**src/rtl/datapath_ctrl.sv**
```systemverilog
// Instruction-driven sequencer for the 16-bit datapath: latches an instruction,
// decodes it and steps the regfile/A/B/C/status strobes through a Moore FSM.
//
//  state    | meaning
//  ---------+--------------------------------------------------------------
//  S_WAIT   | idle, w=1; IR accepts load, s starts execution
//  S_DECODE | classify IR; undefined opcode pulses bad_op and returns
//  S_GET_A  | read Rn into A
//  S_GET_B  | read Rm into B
//  S_EXEC   | shift/ALU into C, or status update for CMP
//  S_WR_REG | write C to Rd
//  S_WR_IMM | write sign-extended imm8 to Rn
module datapath_ctrl #(
    parameter logic [15:0] RESET_IR = 16'h0000
) (
    input  logic        clk,
    input  logic        reset_n,
    input  logic [15:0] in,
    input  logic        load,
    input  logic        s,
    output logic        w,
    output logic        bad_op,
    output logic [15:0] datapath_in,
    output logic        vsel,
    output logic [2:0]  writenum,
    output logic        write,
    output logic [2:0]  readnum,
    output logic        loada,
    output logic        loadb,
    output logic        loadc,
    output logic        loads,
    output logic [1:0]  shift,
    output logic        asel,
    output logic        bsel,
    output logic [1:0]  ALUop
);

    typedef enum logic [2:0] {
        S_WAIT, S_DECODE, S_GET_A, S_GET_B, S_EXEC, S_WR_REG, S_WR_IMM
    } state_t;

    state_t      r_state;
    state_t      w_next_state;
    logic [15:0] r_ir;

    logic [2:0] w_opc, w_rn, w_rd, w_rm;
    logic [1:0] w_op, w_sh;
    logic       w_is_mov_imm, w_is_mov_reg, w_is_alu, w_is_cmp, w_is_mvn, w_undef;

    assign w_opc = r_ir[15:13];
    assign w_op  = r_ir[12:11];
    assign w_rn  = r_ir[10:8];
    assign w_rd  = r_ir[7:5];
    assign w_sh  = r_ir[4:3];
    assign w_rm  = r_ir[2:0];

    assign w_is_mov_imm = (w_opc == 3'b110) && (w_op == 2'b10);
    assign w_is_mov_reg = (w_opc == 3'b110) && (w_op == 2'b00);
    assign w_is_alu     = (w_opc == 3'b101);
    assign w_is_cmp     = w_is_alu && (w_op == 2'b01);
    assign w_is_mvn     = w_is_alu && (w_op == 2'b11);
    assign w_undef      = !(w_is_mov_imm || w_is_mov_reg || w_is_alu);

    assign datapath_in = {{8{r_ir[7]}}, r_ir[7:0]};
    assign bsel        = 1'b0;

    always_ff @(posedge clk or negedge reset_n) begin
        if (!reset_n) begin
            r_state <= S_WAIT;
        end else begin
            r_state <= w_next_state;
        end
    end

    // The IR is frozen outside WAIT so a busy instruction cannot be corrupted.
    always_ff @(posedge clk or negedge reset_n) begin
        if (!reset_n) begin
            r_ir <= RESET_IR;
        end else if ((r_state == S_WAIT) && load) begin
            r_ir <= in;
        end
    end

    always_comb begin
        w_next_state = r_state;
        w        = 1'b0;
        bad_op   = 1'b0;
        vsel     = 1'b0;
        writenum = 3'd0;
        write    = 1'b0;
        readnum  = 3'd0;
        loada    = 1'b0;
        loadb    = 1'b0;
        loadc    = 1'b0;
        loads    = 1'b0;
        shift    = 2'b00;
        asel     = 1'b0;
        ALUop    = 2'b00;
        case (r_state)
            S_WAIT: begin
                w = 1'b1;
                if (s) w_next_state = S_DECODE;
            end
            S_DECODE: begin
                if (w_is_mov_imm)                   w_next_state = S_WR_IMM;
                else if (w_is_mov_reg || w_is_mvn)  w_next_state = S_GET_B;
                else if (w_is_alu)                  w_next_state = S_GET_A;
                else                                w_next_state = S_WAIT;
                bad_op = w_undef;
            end
            S_GET_A: begin
                readnum      = w_rn;
                loada        = 1'b1;
                w_next_state = S_GET_B;
            end
            S_GET_B: begin
                readnum      = w_rm;
                loadb        = 1'b1;
                w_next_state = S_EXEC;
            end
            S_EXEC: begin
                shift        = w_sh;
                ALUop        = w_is_alu ? w_op : 2'b00;
                asel         = w_is_mov_reg || w_is_mvn;
                loadc        = !w_is_cmp;
                loads        = w_is_cmp;
                w_next_state = w_is_cmp ? S_WAIT : S_WR_REG;
            end
            S_WR_REG: begin
                vsel         = 1'b0;
                writenum     = w_rd;
                write        = 1'b1;
                w_next_state = S_WAIT;
            end
            S_WR_IMM: begin
                vsel         = 1'b1;
                writenum     = w_rn;
                write        = 1'b1;
                w_next_state = S_WAIT;
            end
            default: w_next_state = S_WAIT;
        endcase
    end

endmodule

```
**config.mk**
```make
export PLATFORM = sky130hd
export DESIGN_NAME = datapath_ctrl
export DESIGN_NICKNAME = d
export VERILOG_FILES = /design/src/rtl/datapath_ctrl.sv
export SDC_FILE = /design/constraint.sdc
export NUM_CORES = 1
export LEC_CHECK = 0
export CORE_MARGIN = 3
export CORE_UTILIZATION = 44
export DETAILED_ROUTE_END_ITERATION = 8
export PLACE_DENSITY_LB_ADDON = 0.3
export SLEW_MARGIN = 25
export SYNTH_ARGS = -nofsm -noshare
export SYNTH_HDL_FRONTEND = slang
export SYNTH_SLANG_ARGS = --single-unit
```
**constraint.sdc**
```tcl
create_clock -name clk -period 4.05 [get_ports clk]
set_input_delay 1.0125 -clock clk [delete_from_list [all_inputs] [get_ports clk]]
set_output_delay 1.0125 -clock clk [all_outputs]
set_load 0.005 [all_outputs]
```
==> metrics.log, run 1 <==
INFO  metric outcome = finished clean
INFO  metric wire_length_of_the_first_global_routing_pass = 4.53 mm
INFO  metric post-route-period-util = 75.0%
INFO  metric netlist-cell-type-count = 33
INFO  metric drt.antenna.violating_nets = 0
INFO  metric post_cts_resized = 0
INFO  metric postSynthCellCount = 115
INFO  metric fraction_of_synthesized_cell_area_taken_by_the_top_area_cell_type = 39.8%
INFO  metric clock.fmax = 0.329 GHz
INFO  metric drt_drc_violations_left = 0
INFO  metric hold_path_class = reg2reg
INFO  metric clk_path_buf_depth = 2
INFO  metric yosysWarningCount = 0
INFO  metric die_height = 58.1 µm
INFO  metric floorplan.initialDensity = 47.4%
INFO  metric max_slew_margin = 43.0%
INFO  metric total_leakage_power = 0.666 nW
INFO  metric timing.setup.critical_path_class = reg2out
INFO  metric placementRows = 18
INFO  metric htreeDepth = 1
INFO  metric dr_wl_cell = 14.9 µm
INFO  metric most-common-layout-cells = 54 x sky130_fd_sc_hd__clkdlybuf4s50_1, 19 x sky130_fd_sc_hd__dfrtp_1, 13 x sky130_fd_sc_hd__nor2_1
INFO  metric dp_cells = 176
INFO  metric place.gp.congestion = 0.777
INFO  metric crit_path_start_kind = flop
INFO  metric maximum_number_of_pins_on_one_net_before_global_route_repair = 20
INFO  metric crit_arrival = 2.02 ns
INFO  metric cts-buffers-inserted = 3
INFO  metric final_layout_size_suffix_gt1_share = 14.7%
INFO  metric setup_viol = 0
INFO  metric cts.sinks = 19
INFO  metric clock-skew-final = 0.00634 ns
INFO  metric die-width = 58.1 µm
INFO  metric detail_route.wirelength = 2.68 mm
INFO  metric number_of_global_route_vias_before_repair = 985
INFO  metric clkLatencyLatePin = 0.29 ns
INFO  metric most_common_cell_after_layout_fill_and_taps_aside = sky130_fd_sc_hd__clkdlybuf4s50_1
INFO  metric clkSlewWorstSetupHoldPaths = 0.11 ns
INFO  metric crit_path_max_fanout = 15
INFO  metric cp.required = 3.04 ns
INFO  metric worstPathCellList = nor2b_1, a22oi_1, nor2_1, clkdlybuf4s50_1
INFO  metric drt_first_iter_violations = 25
INFO  metric number_of_buffers_inserted_by_post_cts_setup_repair = 0
INFO  metric tot_gr_track_use = 17.5%
INFO  metric firstDrtPassIters = 4
INFO  metric synthesis.area_per_instance = 10.4 µm²
INFO  metric mapped_cell_area = 1190 µm²
INFO  metric dpl.hpwl = 2.03 mm
INFO  metric syn_nets = 135
INFO  metric ctsRootBufferMaster = sky130_fd_sc_hd__clkbuf_4
INFO  metric crit_path_max_delay_cell_type = sky130_fd_sc_hd__dfrtp_1
INFO  metric critical_path.max_stage_delay = 0.57 ns
INFO  metric yosysSeqAreaShare = 39.8%
INFO  metric final-instance-count-excl-fill = 180
INFO  metric core_region_area = 2520 µm²
INFO  metric synthArstFlopShare = 100%
INFO  metric antenna_found_initial = 0
INFO  metric most_common_flop_cell_mapped_by_yosys = sky130_fd_sc_hd__dfrtp_1
INFO  metric routed_vias = 933
INFO  metric number_of_top_level_pins = 56
INFO  metric cts.hold.buffers_added = 0
INFO  metric post_synthesis_register_bit_count = 19
INFO  metric layout-area-overhead-vs-synth = 35.7%
INFO  metric vdd.ir_drop.worst = 0.000421 V
INFO  metric globalRouteOverflowTotal = 0
INFO  metric rsz0062_at_grt = false
INFO  metric time_the_worst_path_needs_with_i_o_delays_and_setup = 3.04 ns
INFO  metric fill_cells = 205
INFO  metric post_synth_main_area_contributors = sky130_fd_sc_hd__dfrtp_1 40%, sky130_fd_sc_hd__mux2_4 13%, sky130_fd_sc_hd__buf_4 11%
INFO  metric powerDensity = 750 nW/µm²
INFO  metric end_kind = output pin
INFO  metric synthDominantAreaCellType = sky130_fd_sc_hd__dfrtp_1
INFO  metric final_slew_viol_count = 0
INFO  metric timing.setup.tns = 0 ns
INFO  metric hold_violations = 0
INFO  metric cts_tree = built
INFO  metric worstMarginPinSlew = 0.852 ns
INFO  metric detail_route.vias_per_cell = 5.18
INFO  metric die_area = 3380 µm²
INFO  metric n_antenna_cell = 0
INFO  metric number_of_buffers_inserted_by_port_buffering = 54
INFO  metric synth_enable_flop_cells = 0
INFO  metric power.total = 1.22 mW
INFO  metric max-cap-violations = 0
INFO  metric fin_nets = 171
==> routing by layer <==
metal	up-vias	part of all wire (%)	GRT usage [%]
met5	-	0	0
met4	0	1.4	5.96
met3	5	8.0	4.23
met2	39	50	29.0
met1	439	40	22.1
li1	450	-	-
==> flip-flops by register name, summed over array words and instances, names as in the netlist <==
signal	count
r_state	3
r_ir	16
==> power breakdown <==
group | total (mW) | switching [mW] | internal, mW | leakage, nW
Clock | 0.0951 | 0.0568 | 0.0383 | 0.0150
Combinational | 0.701 | 0.246 | 0.455 | 0.424
Sequential | 0.420 | 0.132 | 0.288 | 0.227
Total | 1.22 | 0.435 | 0.781 | 0.666
==> logic make-up after synthesis <==
kind of cell	count (synthesis)	share of synthesized area (%)
flops	19	39.8
buf+inv	25	15.5
simple gates	39	18.2
mux	16	18.2
other cells	1	0.314
compound gates	15	7.96
==> area by class of cell <==
| class | instances | area (µm²) | area share (%) |
|---|---|---|---|
| clock buffer | 4 | 26.3 | 1.62 |
| tap | 30 | 37.5 | 2.31 |
| inverter | 2 | 7.51 | 0.463 |
| sequential | 19 | 475 | 29.3 |
| timing repair buffer | 54 | 541 | 33.3 |
| multi-input combinational | 71 | 534 | 32.9 |
==> Yosys cell counts (all sizes together), types with 3 or more instances <==
| library cell | number |
|---|---|
| buf | 22 |
| a22oi | 3 |
| nor2 | 13 |
| a21oi | 4 |
| mux2 | 16 |
| dfrtp | 19 |
| and3 | 4 |
| nand2 | 4 |
| nand2b | 3 |
| o21ai | 3 |
| nor2b | 3 |
==> worst max-delay path, delay by kind of cell, from the launching register on <==
family	cells	cell delay, ns
buffers and inverters	1	0.51
flip-flops	1	0.57
AND/OR/NAND/NOR	2	0.51
AO/OA/AOI/OAI	1	0.15
==> through the flow <==
stage | instance area (µm²) | utilization, % | setup WS, ns | hold slack [ns]
6_report | 1620 | 64.3 | 1.01 | 0.517
5_1_grt | 1620 | 64.3 | 0.795 | 0.535
4_1_cts | 1620 | 64.3 | 0.998 | 0.517
3_5_place_dp | 1600 | 63.2 | 1.34 | 0.494
3_3_place_gp | 1600 | 63.2 | 1.42 | 0.499
2_1_floorplan | 1190 | - | 1.97 | 0.474
==> final timing paths <==
check                         endpoint  slack (ns)       start  cells past startpoint
hold / removal                 r_ir[9]        0.52     r_ir[9]                      1
hold reg to reg                r_ir[9]        0.52     r_ir[9]                      1
min in group asynchronous      r_ir[6]        1.19     reset_n                      1
setup / recovery           writenum[0]        1.01  r_state[0]                      4
max in group asynchronous     r_ir[15]        2.33     reset_n                      1
setup reg to reg               r_ir[4]        2.40  r_state[1]                      3
No activity file was read; power rests on OpenSTA's default activity.
==> run 2: changes to the inputs <==
--- a/config.mk
+++ b/config.mk
@@ -6,7 +6,7 @@
 export NUM_CORES = 1
 export LEC_CHECK = 0
 export CORE_MARGIN = 3
-export CORE_UTILIZATION = 44
+export CORE_UTILIZATION = 37
 export DETAILED_ROUTE_END_ITERATION = 8
 export PLACE_DENSITY_LB_ADDON = 0.3
 export SLEW_MARGIN = 25
==> constraint.sdc (replaced) <==
create_clock -name clk -period 2.7 [get_ports clk]
set_input_delay 0.675 -clock clk [delete_from_list [all_inputs] [get_ports clk]]
set_output_delay 0.675 -clock clk [all_outputs]
set_load 0.005 [all_outputs]
==> metrics.log, run 2 (synthesis gave the netlist of run 1 again) <==
INFO  metric outcome = finished clean
INFO  metric clk_path_buf_depth = 2 (unchanged)
INFO  metric dpl.hpwl = 2.09 mm (+3.0%)
INFO  metric worstHoldPathCells = 1 (unchanged)
INFO  metric place.gp.congestion = 0.891 (+15%)
INFO  metric final.setup.worst_slack = 0.115 ns (-0.898 ns)
INFO  metric vdd.ir_drop.worst = 0.000416 V (-1.1%)
INFO  metric post-route-period-util = 95.7%
INFO  metric max-cap-violations = 0 (unchanged)
INFO  metric end_kind = output pin
INFO  metric die_area = 3950 µm² (+17%)
INFO  metric number_of_top_level_pins = 56 (unchanged)
INFO  metric most_common_cell_after_layout_fill_and_taps_aside = sky130_fd_sc_hd__clkdlybuf4s50_1
INFO  metric clkSlewWorstSetupHoldPaths = 0.10 ns (about the same)
INFO  metric drt_drc_violations_left = 0 (unchanged)
INFO  metric cp.required = 2.03 ns (-1.01 ns)
INFO  metric n_antenna_cell = 0 (unchanged)
INFO  metric dr_wl_cell = 14.2 µm (-4.8%)
INFO  metric top_register = r_ir
INFO  metric drt_first_iter_violations = 30 (+20%)
INFO  metric detail_route.vias_per_cell = 4.84 (-6.6%)
INFO  metric clkLatencyLatePin = 0.29 ns (about the same)
INFO  metric hold_violations = 0 (unchanged)
INFO  metric total_leakage_power = 0.677 nW (+1.6%)
INFO  metric core_region_area = 2920 µm² (+16%)
INFO  metric layout-area-overhead-vs-synth = 39.2%
INFO  metric clock-skew-final = 0.00130 ns (-0.00504 ns)
INFO  metric setup_viol = 0 (unchanged)
INFO  metric cts-buffers-inserted = 3 (unchanged)
INFO  metric number_of_global_route_vias_before_repair = 924 (-6.2%)
INFO  metric layout_top_registers = r_ir: 16 flops, r_state: 3 flops
INFO  metric firstDrtPassIters = 4 (unchanged)
INFO  metric powerDensity = 1120 nW/µm² (+49%)
INFO  metric hold_path_class = reg2reg
INFO  metric utilization = 56.9% (-7.4 points)
INFO  metric die_height = 62.8 µm (+8.1%)
INFO  metric wire_length_of_the_first_global_routing_pass = 4.51 mm (-0.62%)
INFO  metric rsz0062_at_grt = false
INFO  metric crit_arrival = 1.91 ns (-0.11 ns)
INFO  metric fin_nets = 173 (+1.2%)
INFO  metric number_of_buffers_inserted_by_post_cts_setup_repair = 0 (unchanged)
INFO  metric time_the_worst_path_needs_with_i_o_delays_and_setup = 2.58 ns
INFO  metric tot_gr_track_use = 14.2% (-3.3 points)
INFO  metric fill_cells = 280 (+37%)
INFO  metric pre_cts_worst_setup_slack = 0.356 ns (-0.980 ns)
INFO  metric globalRouteOverflowTotal = 0 (unchanged)
INFO  metric timing.setup.tns = 0 ns (unchanged)
INFO  metric final_layout_size_suffix_gt1_share = 18.4% (+3.8 points)
INFO  metric floorplan.initialDensity = 40.9% (-6.5 points)
INFO  metric maximum_number_of_pins_on_one_net_before_global_route_repair = 20 (unchanged)
INFO  metric routed_vias = 939 (+0.64%)
INFO  metric crit_path_max_fanout = 6 (-9)
INFO  metric cts.sinks = 19 (unchanged)
INFO  metric antenna_found_initial = 0 (unchanged)
INFO  metric placementRows = 19 (+1)
INFO  metric detail_route.wirelength = 2.76 mm (+2.6%)
INFO  metric timing.setup.critical_path_class = reg2out
INFO  metric number_of_buffers_inserted_by_port_buffering = 54 (unchanged)
INFO  metric die-width = 62.8 µm (+8.1%)
INFO  metric drt.antenna.violating_nets = 0 (unchanged)
INFO  metric ctsRootBufferMaster = sky130_fd_sc_hd__clkbuf_4
INFO  metric htreeDepth = 1 (unchanged)
INFO  metric final_slew_viol_count = 0 (unchanged)
INFO  metric most-common-layout-cells = 54 x sky130_fd_sc_hd__clkdlybuf4s50_1, 18 x sky130_fd_sc_hd__dfrtp_1, 12 x sky130_fd_sc_hd__nor2_1
INFO  metric cts_tree = built
INFO  metric crit_path_start_kind = flop
INFO  metric largest_reg_flops = 16 (unchanged)
INFO  metric clock.fmax = 0.387 GHz
INFO  metric reg2regPathDepth = 4 (+1)
## run 2: routing by layer
metal	global-route usage (%)	up-vias	share of wire (%)
li1	-	453	-
met1	18.7	451	46
met2	22.6	35	49
met3	3.42	0	5.5
met4	4.96	0	0
met5	0	-	0
## run 2: repair_timing
item,4_1_cts,5_1_grt
hold buffers,0,0
gates resized for setup,0,5
endpoints found under the hold margin,0,0
setup endpoints to repair,0,10
## run 2: path summary, 6_finish.rpt
| kind | from | slack (ns) | end |
|---|---|---|---|
| setup / recovery | r_ir[13] | 0.12 | asel |
| hold / removal | r_ir[8] | 0.52 | r_ir[8] |
| setup reg to reg | r_state[0] | 0.98 | r_ir[2] |
| hold reg to reg | r_ir[8] | 0.52 | r_ir[8] |
| max in group asynchronous | reset_n | 1.76 | r_state[1] |
| min in group asynchronous | reset_n | 0.72 | r_ir[6] |
## run 2: cell type report
cell class              instances  area (µm²)  area share, %
repair buffers                 56         556           33.4
flip-flops and latches         19         477           28.7
well taps                      42        52.6           3.16
inverters                       2        7.51          0.451
clock buffers                   4        26.3           1.58
multi-input cells              71         544           32.7
## run 2: critical path, cell delays in order, from the launching register on
cell and delay, ns:
sky130_fd_sc_hd__dfrtp_1 0.44, sky130_fd_sc_hd__nor4b_1 0.48, sky130_fd_sc_hd__nor2_1 0.08, sky130_fd_sc_hd__nor2_1 0.11, sky130_fd_sc_hd__clkdlybuf4s50_1 0.51
## run 2: where the power goes
group | switching (mW) | internal (mW)
logic | 0.382 | 0.700
clock network | 0.0823 | 0.0574
registers | 0.201 | 0.433
total | 0.666 | 1.19
## run 2: per-stage QoR
| step | cells | hold slack, ns | cell area [µm²] | total power, mW |
|---|---|---|---|---|
| detailed placement | 190 | 0.496 | 1630 | 1.71 |
| global placement | 190 | 0.493 | 1630 | 1.68 |
| global route | 194 | 0.543 | 1660 | 1.99 |
| CTS | 194 | 0.525 | 1650 | 1.85 |
| finish | 194 | 0.521 | 1660 | 1.86 |
| floorplan | 115 | 0.379 | 1190 | 1.38 |
